$ cat config.mk
export PLATFORM = sky130hd
export DESIGN_NAME = id_decode_stage
export DESIGN_NICKNAME = d
export VERILOG_FILES = /design/src/rtl/cpu_pkg.sv /design/src/rtl/reg_file_32x32.sv /design/src/rtl/id_decode_stage.sv
export SDC_FILE = /design/constraint.sdc
export NUM_CORES = 2
export LEC_CHECK = 0
export CELL_PAD_IN_SITES_DETAIL_PLACEMENT = 2
export CELL_PAD_IN_SITES_GLOBAL_PLACEMENT = 2
export CORE_ASPECT_RATIO = 2
export CORE_MARGIN = 5
export CORE_UTILIZATION = 40
export DETAILED_ROUTE_END_ITERATION = 16
export PLACE_DENSITY = 0.79
export SLEW_MARGIN = 20
export SYNTH_ARGS = -nofsm -noshare
export SYNTH_HDL_FRONTEND = slang
export SYNTH_SLANG_ARGS = --single-unit
$ cat constraint.sdc
create_clock -name clka -period 34.7 [get_ports clka]
set_clock_uncertainty 0.1 [all_clocks]
set_input_delay 5.205 -clock clka [delete_from_list [all_inputs] [get_ports clka]]
set_output_delay 5.205 -clock clka [all_outputs]
set_load 0.005 [all_outputs]
$ cat src/rtl/cpu_pkg.sv
// Shared decode definitions: field positions, opcode/funct codes, ALU operation enum
// and the registered decode bundle handed to execute.
package cpu_pkg;
    localparam int unsigned XLEN    = 32;
    localparam int unsigned RADDR_W = 5;
    localparam int unsigned NREGS   = 32;
    localparam int unsigned IMM_W   = 16;

    localparam int unsigned OP_LSB = 26;
    localparam int unsigned RS_LSB = 21;
    localparam int unsigned RT_LSB = 16;
    localparam int unsigned RD_LSB = 11;
    localparam int unsigned SH_LSB = 6;

    localparam logic [5:0] OP_RTYPE = 6'h00;
    localparam logic [5:0] OP_ADDI  = 6'h08;
    localparam logic [5:0] OP_SLTI  = 6'h0A;
    localparam logic [5:0] OP_ANDI  = 6'h0C;
    localparam logic [5:0] OP_ORI   = 6'h0D;
    localparam logic [5:0] OP_XORI  = 6'h0E;
    localparam logic [5:0] OP_LUI   = 6'h0F;

    localparam logic [5:0] FN_SLL = 6'h00;
    localparam logic [5:0] FN_SRL = 6'h02;
    localparam logic [5:0] FN_ADD = 6'h20;
    localparam logic [5:0] FN_SUB = 6'h22;
    localparam logic [5:0] FN_AND = 6'h24;
    localparam logic [5:0] FN_OR  = 6'h25;
    localparam logic [5:0] FN_XOR = 6'h26;
    localparam logic [5:0] FN_NOR = 6'h27;
    localparam logic [5:0] FN_SLT = 6'h2A;

    typedef enum logic [3:0] {
        ALU_NOP = 4'd0,
        ALU_ADD = 4'd1,
        ALU_SUB = 4'd2,
        ALU_AND = 4'd3,
        ALU_OR  = 4'd4,
        ALU_XOR = 4'd5,
        ALU_NOR = 4'd6,
        ALU_SLT = 4'd7,
        ALU_SLL = 4'd8,
        ALU_SRL = 4'd9,
        ALU_LUI = 4'd10
    } alu_op_t;

    typedef struct packed {
        logic               op_valid;
        alu_op_t            alu_op;
        logic [XLEN-1:0]    rs_data;
        logic [XLEN-1:0]    rt_data;
        logic [XLEN-1:0]    imm_ext;
        logic               use_imm;
        logic [RADDR_W-1:0] dest_addr;
        logic               reg_write;
        logic               illegal;
    } id_bundle_t;
endpackage

$ cat src/rtl/reg_file_32x32.sv
// 32x32 register file: two asynchronous read ports, one synchronous write port,
// register 0 hardwired to zero, whole array cleared by asynchronous reset.
module reg_file_32x32
    import cpu_pkg::*;
(
    input  logic               clka,
    input  logic               rst,
    input  logic [RADDR_W-1:0] ra_addr,
    input  logic [RADDR_W-1:0] rb_addr,
    output logic [XLEN-1:0]    ra_data_c,
    output logic [XLEN-1:0]    rb_data_c,
    input  logic               we,
    input  logic [RADDR_W-1:0] waddr,
    input  logic [XLEN-1:0]    wdata
);
    logic [XLEN-1:0] mem [NREGS];

    always_ff @(posedge clka or posedge rst) begin
        if (rst) begin
            for (int unsigned i = 0; i < NREGS; i++) begin
                mem[i] <= '0;
            end
        end else if (we && (waddr != '0)) begin
            mem[waddr] <= wdata;
        end
    end

    assign ra_data_c = (ra_addr == '0) ? '0 : mem[ra_addr];
    assign rb_data_c = (rb_addr == '0) ? '0 : mem[rb_addr];
endmodule

$ cat src/rtl/id_decode_stage.sv
// Instruction decode stage: field decode, register read with write-back bypass,
// and a stall-able output register feeding execute.
module id_decode_stage
    import cpu_pkg::*;
(
    input  logic               clka,
    input  logic               rst,
    input  logic [XLEN-1:0]    Inst_code,
    input  logic               inst_valid,
    input  logic               stall,
    input  logic               wb_en,
    input  logic [RADDR_W-1:0] wb_addr,
    input  logic [XLEN-1:0]    wb_data,
    output logic               op_valid,
    output alu_op_t            alu_op,
    output logic [XLEN-1:0]    rs_data,
    output logic [XLEN-1:0]    rt_data,
    output logic [XLEN-1:0]    imm_ext,
    output logic               use_imm,
    output logic [RADDR_W-1:0] dest_addr,
    output logic               reg_write,
    output logic               illegal
);
    logic [5:0]         opcode;
    logic [5:0]         funct;
    logic [RADDR_W-1:0] rs, rt, rd, shamt;
    logic [IMM_W-1:0]   imm16;
    logic [XLEN-1:0]    rf_a, rf_b, rs_val, rt_val;
    logic               wb_live;
    id_bundle_t         d, q;

    assign opcode = Inst_code[OP_LSB +: 6];
    assign rs     = Inst_code[RS_LSB +: RADDR_W];
    assign rt     = Inst_code[RT_LSB +: RADDR_W];
    assign rd     = Inst_code[RD_LSB +: RADDR_W];
    assign shamt  = Inst_code[SH_LSB +: RADDR_W];
    assign funct  = Inst_code[5:0];
    assign imm16  = Inst_code[IMM_W-1:0];

    reg_file_32x32 u_rf (
        .clka      (clka),
        .rst       (rst),
        .ra_addr   (rs),
        .rb_addr   (rt),
        .ra_data_c (rf_a),
        .rb_data_c (rf_b),
        .we        (wb_en),
        .waddr     (wb_addr),
        .wdata     (wb_data)
    );

    // A write landing on this edge must be seen by the instruction captured on it.
    assign wb_live = wb_en && (wb_addr != '0);
    assign rs_val  = (wb_live && (wb_addr == rs)) ? wb_data : rf_a;
    assign rt_val  = (wb_live && (wb_addr == rt)) ? wb_data : rf_b;

    always_comb begin
        d          = '0;
        d.op_valid = 1'b1;
        d.alu_op   = ALU_NOP;
        d.rs_data  = rs_val;
        d.rt_data  = rt_val;
        if (opcode == OP_RTYPE) begin
            d.dest_addr = rd;
            case (funct)
                FN_ADD:  d.alu_op = ALU_ADD;
                FN_SUB:  d.alu_op = ALU_SUB;
                FN_AND:  d.alu_op = ALU_AND;
                FN_OR:   d.alu_op = ALU_OR;
                FN_XOR:  d.alu_op = ALU_XOR;
                FN_NOR:  d.alu_op = ALU_NOR;
                FN_SLT:  d.alu_op = ALU_SLT;
                FN_SLL, FN_SRL: begin
                    d.alu_op  = (funct == FN_SLL) ? ALU_SLL : ALU_SRL;
                    d.use_imm = 1'b1;
                    d.imm_ext = XLEN'(shamt);
                end
                default: d.illegal = 1'b1;
            endcase
        end else begin
            d.dest_addr = rt;
            d.use_imm   = 1'b1;
            case (opcode)
                OP_ADDI: begin d.alu_op = ALU_ADD; d.imm_ext = {{(XLEN-IMM_W){imm16[IMM_W-1]}}, imm16}; end
                OP_SLTI: begin d.alu_op = ALU_SLT; d.imm_ext = {{(XLEN-IMM_W){imm16[IMM_W-1]}}, imm16}; end
                OP_ANDI: begin d.alu_op = ALU_AND; d.imm_ext = XLEN'(imm16); end
                OP_ORI:  begin d.alu_op = ALU_OR;  d.imm_ext = XLEN'(imm16); end
                OP_XORI: begin d.alu_op = ALU_XOR; d.imm_ext = XLEN'(imm16); end
                OP_LUI:  begin d.alu_op = ALU_LUI; d.imm_ext = {imm16, {(XLEN-IMM_W){1'b0}}}; end
                default: begin d.illegal = 1'b1; d.use_imm = 1'b0; end
            endcase
        end
        d.reg_write = !d.illegal && (d.dest_addr != '0);
    end

    // Stall freezes the whole bundle; an empty slot only clears op_valid.
    always_ff @(posedge clka or posedge rst) begin
        if (rst) begin
            q <= '0;
        end else if (!stall) begin
            if (inst_valid) begin
                q <= d;
            end else begin
                q.op_valid <= 1'b0;
            end
        end
    end

    assign op_valid  = q.op_valid;
    assign alu_op    = q.alu_op;
    assign rs_data   = q.rs_data;
    assign rt_data   = q.rt_data;
    assign imm_ext   = q.imm_ext;
    assign use_imm   = q.use_imm;
    assign dest_addr = q.dest_addr;
    assign reg_write = q.reg_write;
    assign illegal   = q.illegal;
endmodule

==> flow_summary.yaml <==
routing:
  wl_met2_mm: 123
  wl_per_cell_um: 37.3
  viasPerCell: 6.76
  routed.top_layer: "met5"
  route.detailed.drc: 0
  drtAntennaViolNets: 0
  drt-initial-drc-count: 3980
  routed_wl_mm: 239
  met3WireLength_mm: 16.9
  drt-met1-wl_mm: 82.5
  dr.pass1.iters: 5
  num_vias: 43300
synth:
  synth_common_cells: "dfrtp_1, nand2_1, o21ai_0, mux4_2, clkbuf_1"
  synth_top_area_share_pct: 49.6
  synth_area_leaders: "dfrtp_1, mux4_2, mux2_2, o21ai_0, nand2_1"
  syn_area_per_cell_um2: 12.6
  seq_area_frac_synth_pct: 49.6
  syn-instance-count: 4547
  yosysMostFrequentCell: "dfrtp_1"
  synth_edf_count: 0
  synth_area_um2: 57200
  yosys_warnings: 0
  synth_fp_nets: 4621
  yosysTopAreaCell: "dfrtp_1"
  ys.flop_type: "dfrtp_1"
  yosysUniqueCellTypes: 56
  synth_seq_cells: 1133
  ys_async_sr_fraction_pct: 100
die:
  placementRows: 196
  start_util_pct: 40.2
  die_area_um2: 151000
  ios: 183
  coreArea_um2: 142000
  die_w_um: 277
  die_h_um: 545
place:
  dp_hpwl_mm: 140
  place_area_um2: 60400
  dp_cells: 6198
  preCtsSetupSlack_ns: 25.16
  placement.io_buffers: 182
  place_congestion: 0.814
power_and_ir_drop:
  power.density_nw_per_um2: 59.7
  combPwrFrac_pct: 19.6
  swShare_pct: 30.1
  clockPowerShare_pct: 33.7
  pwr-share-seq_pct: 46.7
  p_int_mw: 2.68
  power_leakage_nw: 27.1
  peakVddDrop_mv: 0.0400
  p_sw_mw: 1.16
hold_path:
  whs_path_depth: 0
  whs_endpoint: "u_rf.mem[998]$_DFFE_PP0P_"
  hold_path_class: "reg -> reg"
  min_from: "u_rf.mem[998]$_DFFE_PP0P_"
setup_path:
  required_ns: 35.48
  cpMaxStageDelayCell: "buf_4"
  r2r_setup_slack_ns: 32.50
  worstPathArrival_ns: 9.17
  reg2reg_to: "rs_data[2]$_DFFE_PP0P_"
  critPathKind: "in -> async"
  reg2reg_depth: 4
  cp-end-kind: "async pin"
  cp_max_fo: 148
  cp-start-kind: "input port"
  crit_path_cell_trace: "clkdlybuf4s50_1 -> clkinvlp_4 -> buf_12 -> buf_4 -> buf_4 -> buf_4 -> buf_16"
  critPathMaxStageDelay_ns: 0.86
  cpMostUsedCell: "buf_4"
  reg2reg_from: "u_rf.mem[834]$_DFFE_PP0P_"
clocking:
  cts-root-buf: "clkbuf_16"
  ctsHoldBuffers: 0
  clk_pin_slew_ns: 0.07
  postCtsSetupRepairBufs: 0
  cts_sinks: 1133
  cts_resized: 0
  numCtsBuffers: 105
  h-tree-depth: 3
  clk-insertion-delay-late_ns: 0.73
  cts_buffer_depth: 3
  cts_tree: "built"
timing:
  fin_setup_tns_ns: 0
  finalMaxSlewViolations: 0
  rsz0062_at_grt: "false"
  hold_viol_final: 0
  fin_crit_sh_pct: 24.2
  fmax_mhz: 119
  worst_slack_ns: 26.31
  slew_headroom_pct: 18.9
  fin_hold_ws_ns: 0.298
  layout_min_cycle_time_ns: 8.39
  finalSetupViolations: 0
  worstMarginPinSlew_ns: 1.22
global_route:
  grt_overflow: 0
  grt_pass1_vias: 49400
  grt_use_total_pct: 31.2
  grt_max_degree: 182
  antenna_found_initial: 22
  grt_pass1_wl_mm: 349
layout:
  instances_no_fill: 6406
  fin_nets: 4501
  syn_to_final_growth_pct: 12.4
  fillCellCount: 13700
  drive_gt1_share_pct: 28.4
  final_area_um2: 64300
outcome:
  status: "finished clean"
flow_run:
  drv_cap: 0
## stage by stage
step	util [%]	power, mW
2_1_floorplan	-	2.22
3_3_place_gp	42.4	2.46
3_5_place_dp	42.4	2.53
4_1_cts	45.1	3.85
5_1_grt	45.1	3.97
6_report	45.1	3.84
## routing by layer
metal,up-vias,track usage [%]
li1,16600,-
met1,23700,34.9
met2,2283,55.4
met3,818,6.10
met4,8,18.4
met5,-,0
## registers in the layout, indices dropped and copies added (netlist names)
register,count
rs_data,32
use_imm,1
reg_write,1
u_rf.mem,1024
dest_addr,5
op_valid,1
alu_op,4
imm_ext,32
rt_data,32
illegal,1
## kinds of logic after synthesis
group / Yosys count / synth area share [%]
simple gates: 977 / 7.21
buf+inv: 533 / 3.70
flops: 1133 / 49.6
xor+xnor: 12 / 0.184
mux: 969 / 30.1
compound gates: 923 / 9.22
## worst max-delay path by stage
stage / from / endpoint / cells past startpoint
finish: rst / u_rf.mem[769]$_DFFE_PP0P_ / 7
global route: rst / u_rf.mem[514]$_DFFE_PP0P_ / 7
CTS: rst / u_rf.mem[769]$_DFFE_PP0P_ / 6
detailed placement: rst / u_rf.mem[835]$_DFFE_PP0P_ / 6
global placement: rst / u_rf.mem[771]$_DFFE_PP0P_ / 6
floorplan: rst / alu_op[0]$_DFFE_PP0P_ / 1
## power groups by stage
stage | Clock [mW] | Combinational (mW) | Sequential (mW)
3_5_place_dp | 0 | 0.734 | 1.80
6_report | 1.30 | 0.751 | 1.79
2_1_floorplan | 0 | 0.521 | 1.70
5_1_grt | 1.36 | 0.802 | 1.81
4_1_cts | 1.31 | 0.752 | 1.78
3_3_place_gp | 0 | 0.688 | 1.77
## placed cells by master (no fill, tap or decap), types with 9 or more instances in the layout
cell type,netlist,final
dfrtp_1,1133,1133
mux2i_1,14,14
buf_4,2,83
clkbuf_16,0,107
a221oi_1,11,11
diode_2,0,9
clkdlybuf4s50_1,0,173
nor2_1,69,55
clkbuf_1,405,18
clkinvlp_4,0,11
inv_1,35,34
o22ai_1,65,65
xnor2_1,10,10
nor2b_1,42,39
o21ai_0,641,641
mux2_2,392,392
a211o_1,23,23
mux4_2,563,563
nor3b_1,15,12
o221ai_1,32,32
a22o_1,10,10
nand2b_1,27,26
bufinv_16,0,15
or3_1,13,11
nand2_1,718,703
a22oi_1,88,88
nand3_1,62,62
a21oi_1,27,27
nand2_4,0,15
clkinv_2,0,18
nor2_4,0,14
clkbuf_8,0,20
## layout make-up
cell class              count  area, um^2  share of cell area (%)
diodes                      9        22.5                  0.0350
clock buffers             145        3020                    4.70
clock inverters            51         758                    1.18
inverters                  35         135                   0.210
multi-input cells        2881       27000                    42.1
flip-flops and latches   1133       28400                    44.1
well taps                1881        2350                    3.66
repair buffers            271        2630                    4.08
## worst max-delay path: cells and delay by family
kind,cells,cell delay [ns]
buffers and inverters,7,3.63
Power figures use the tool's default switching activity.
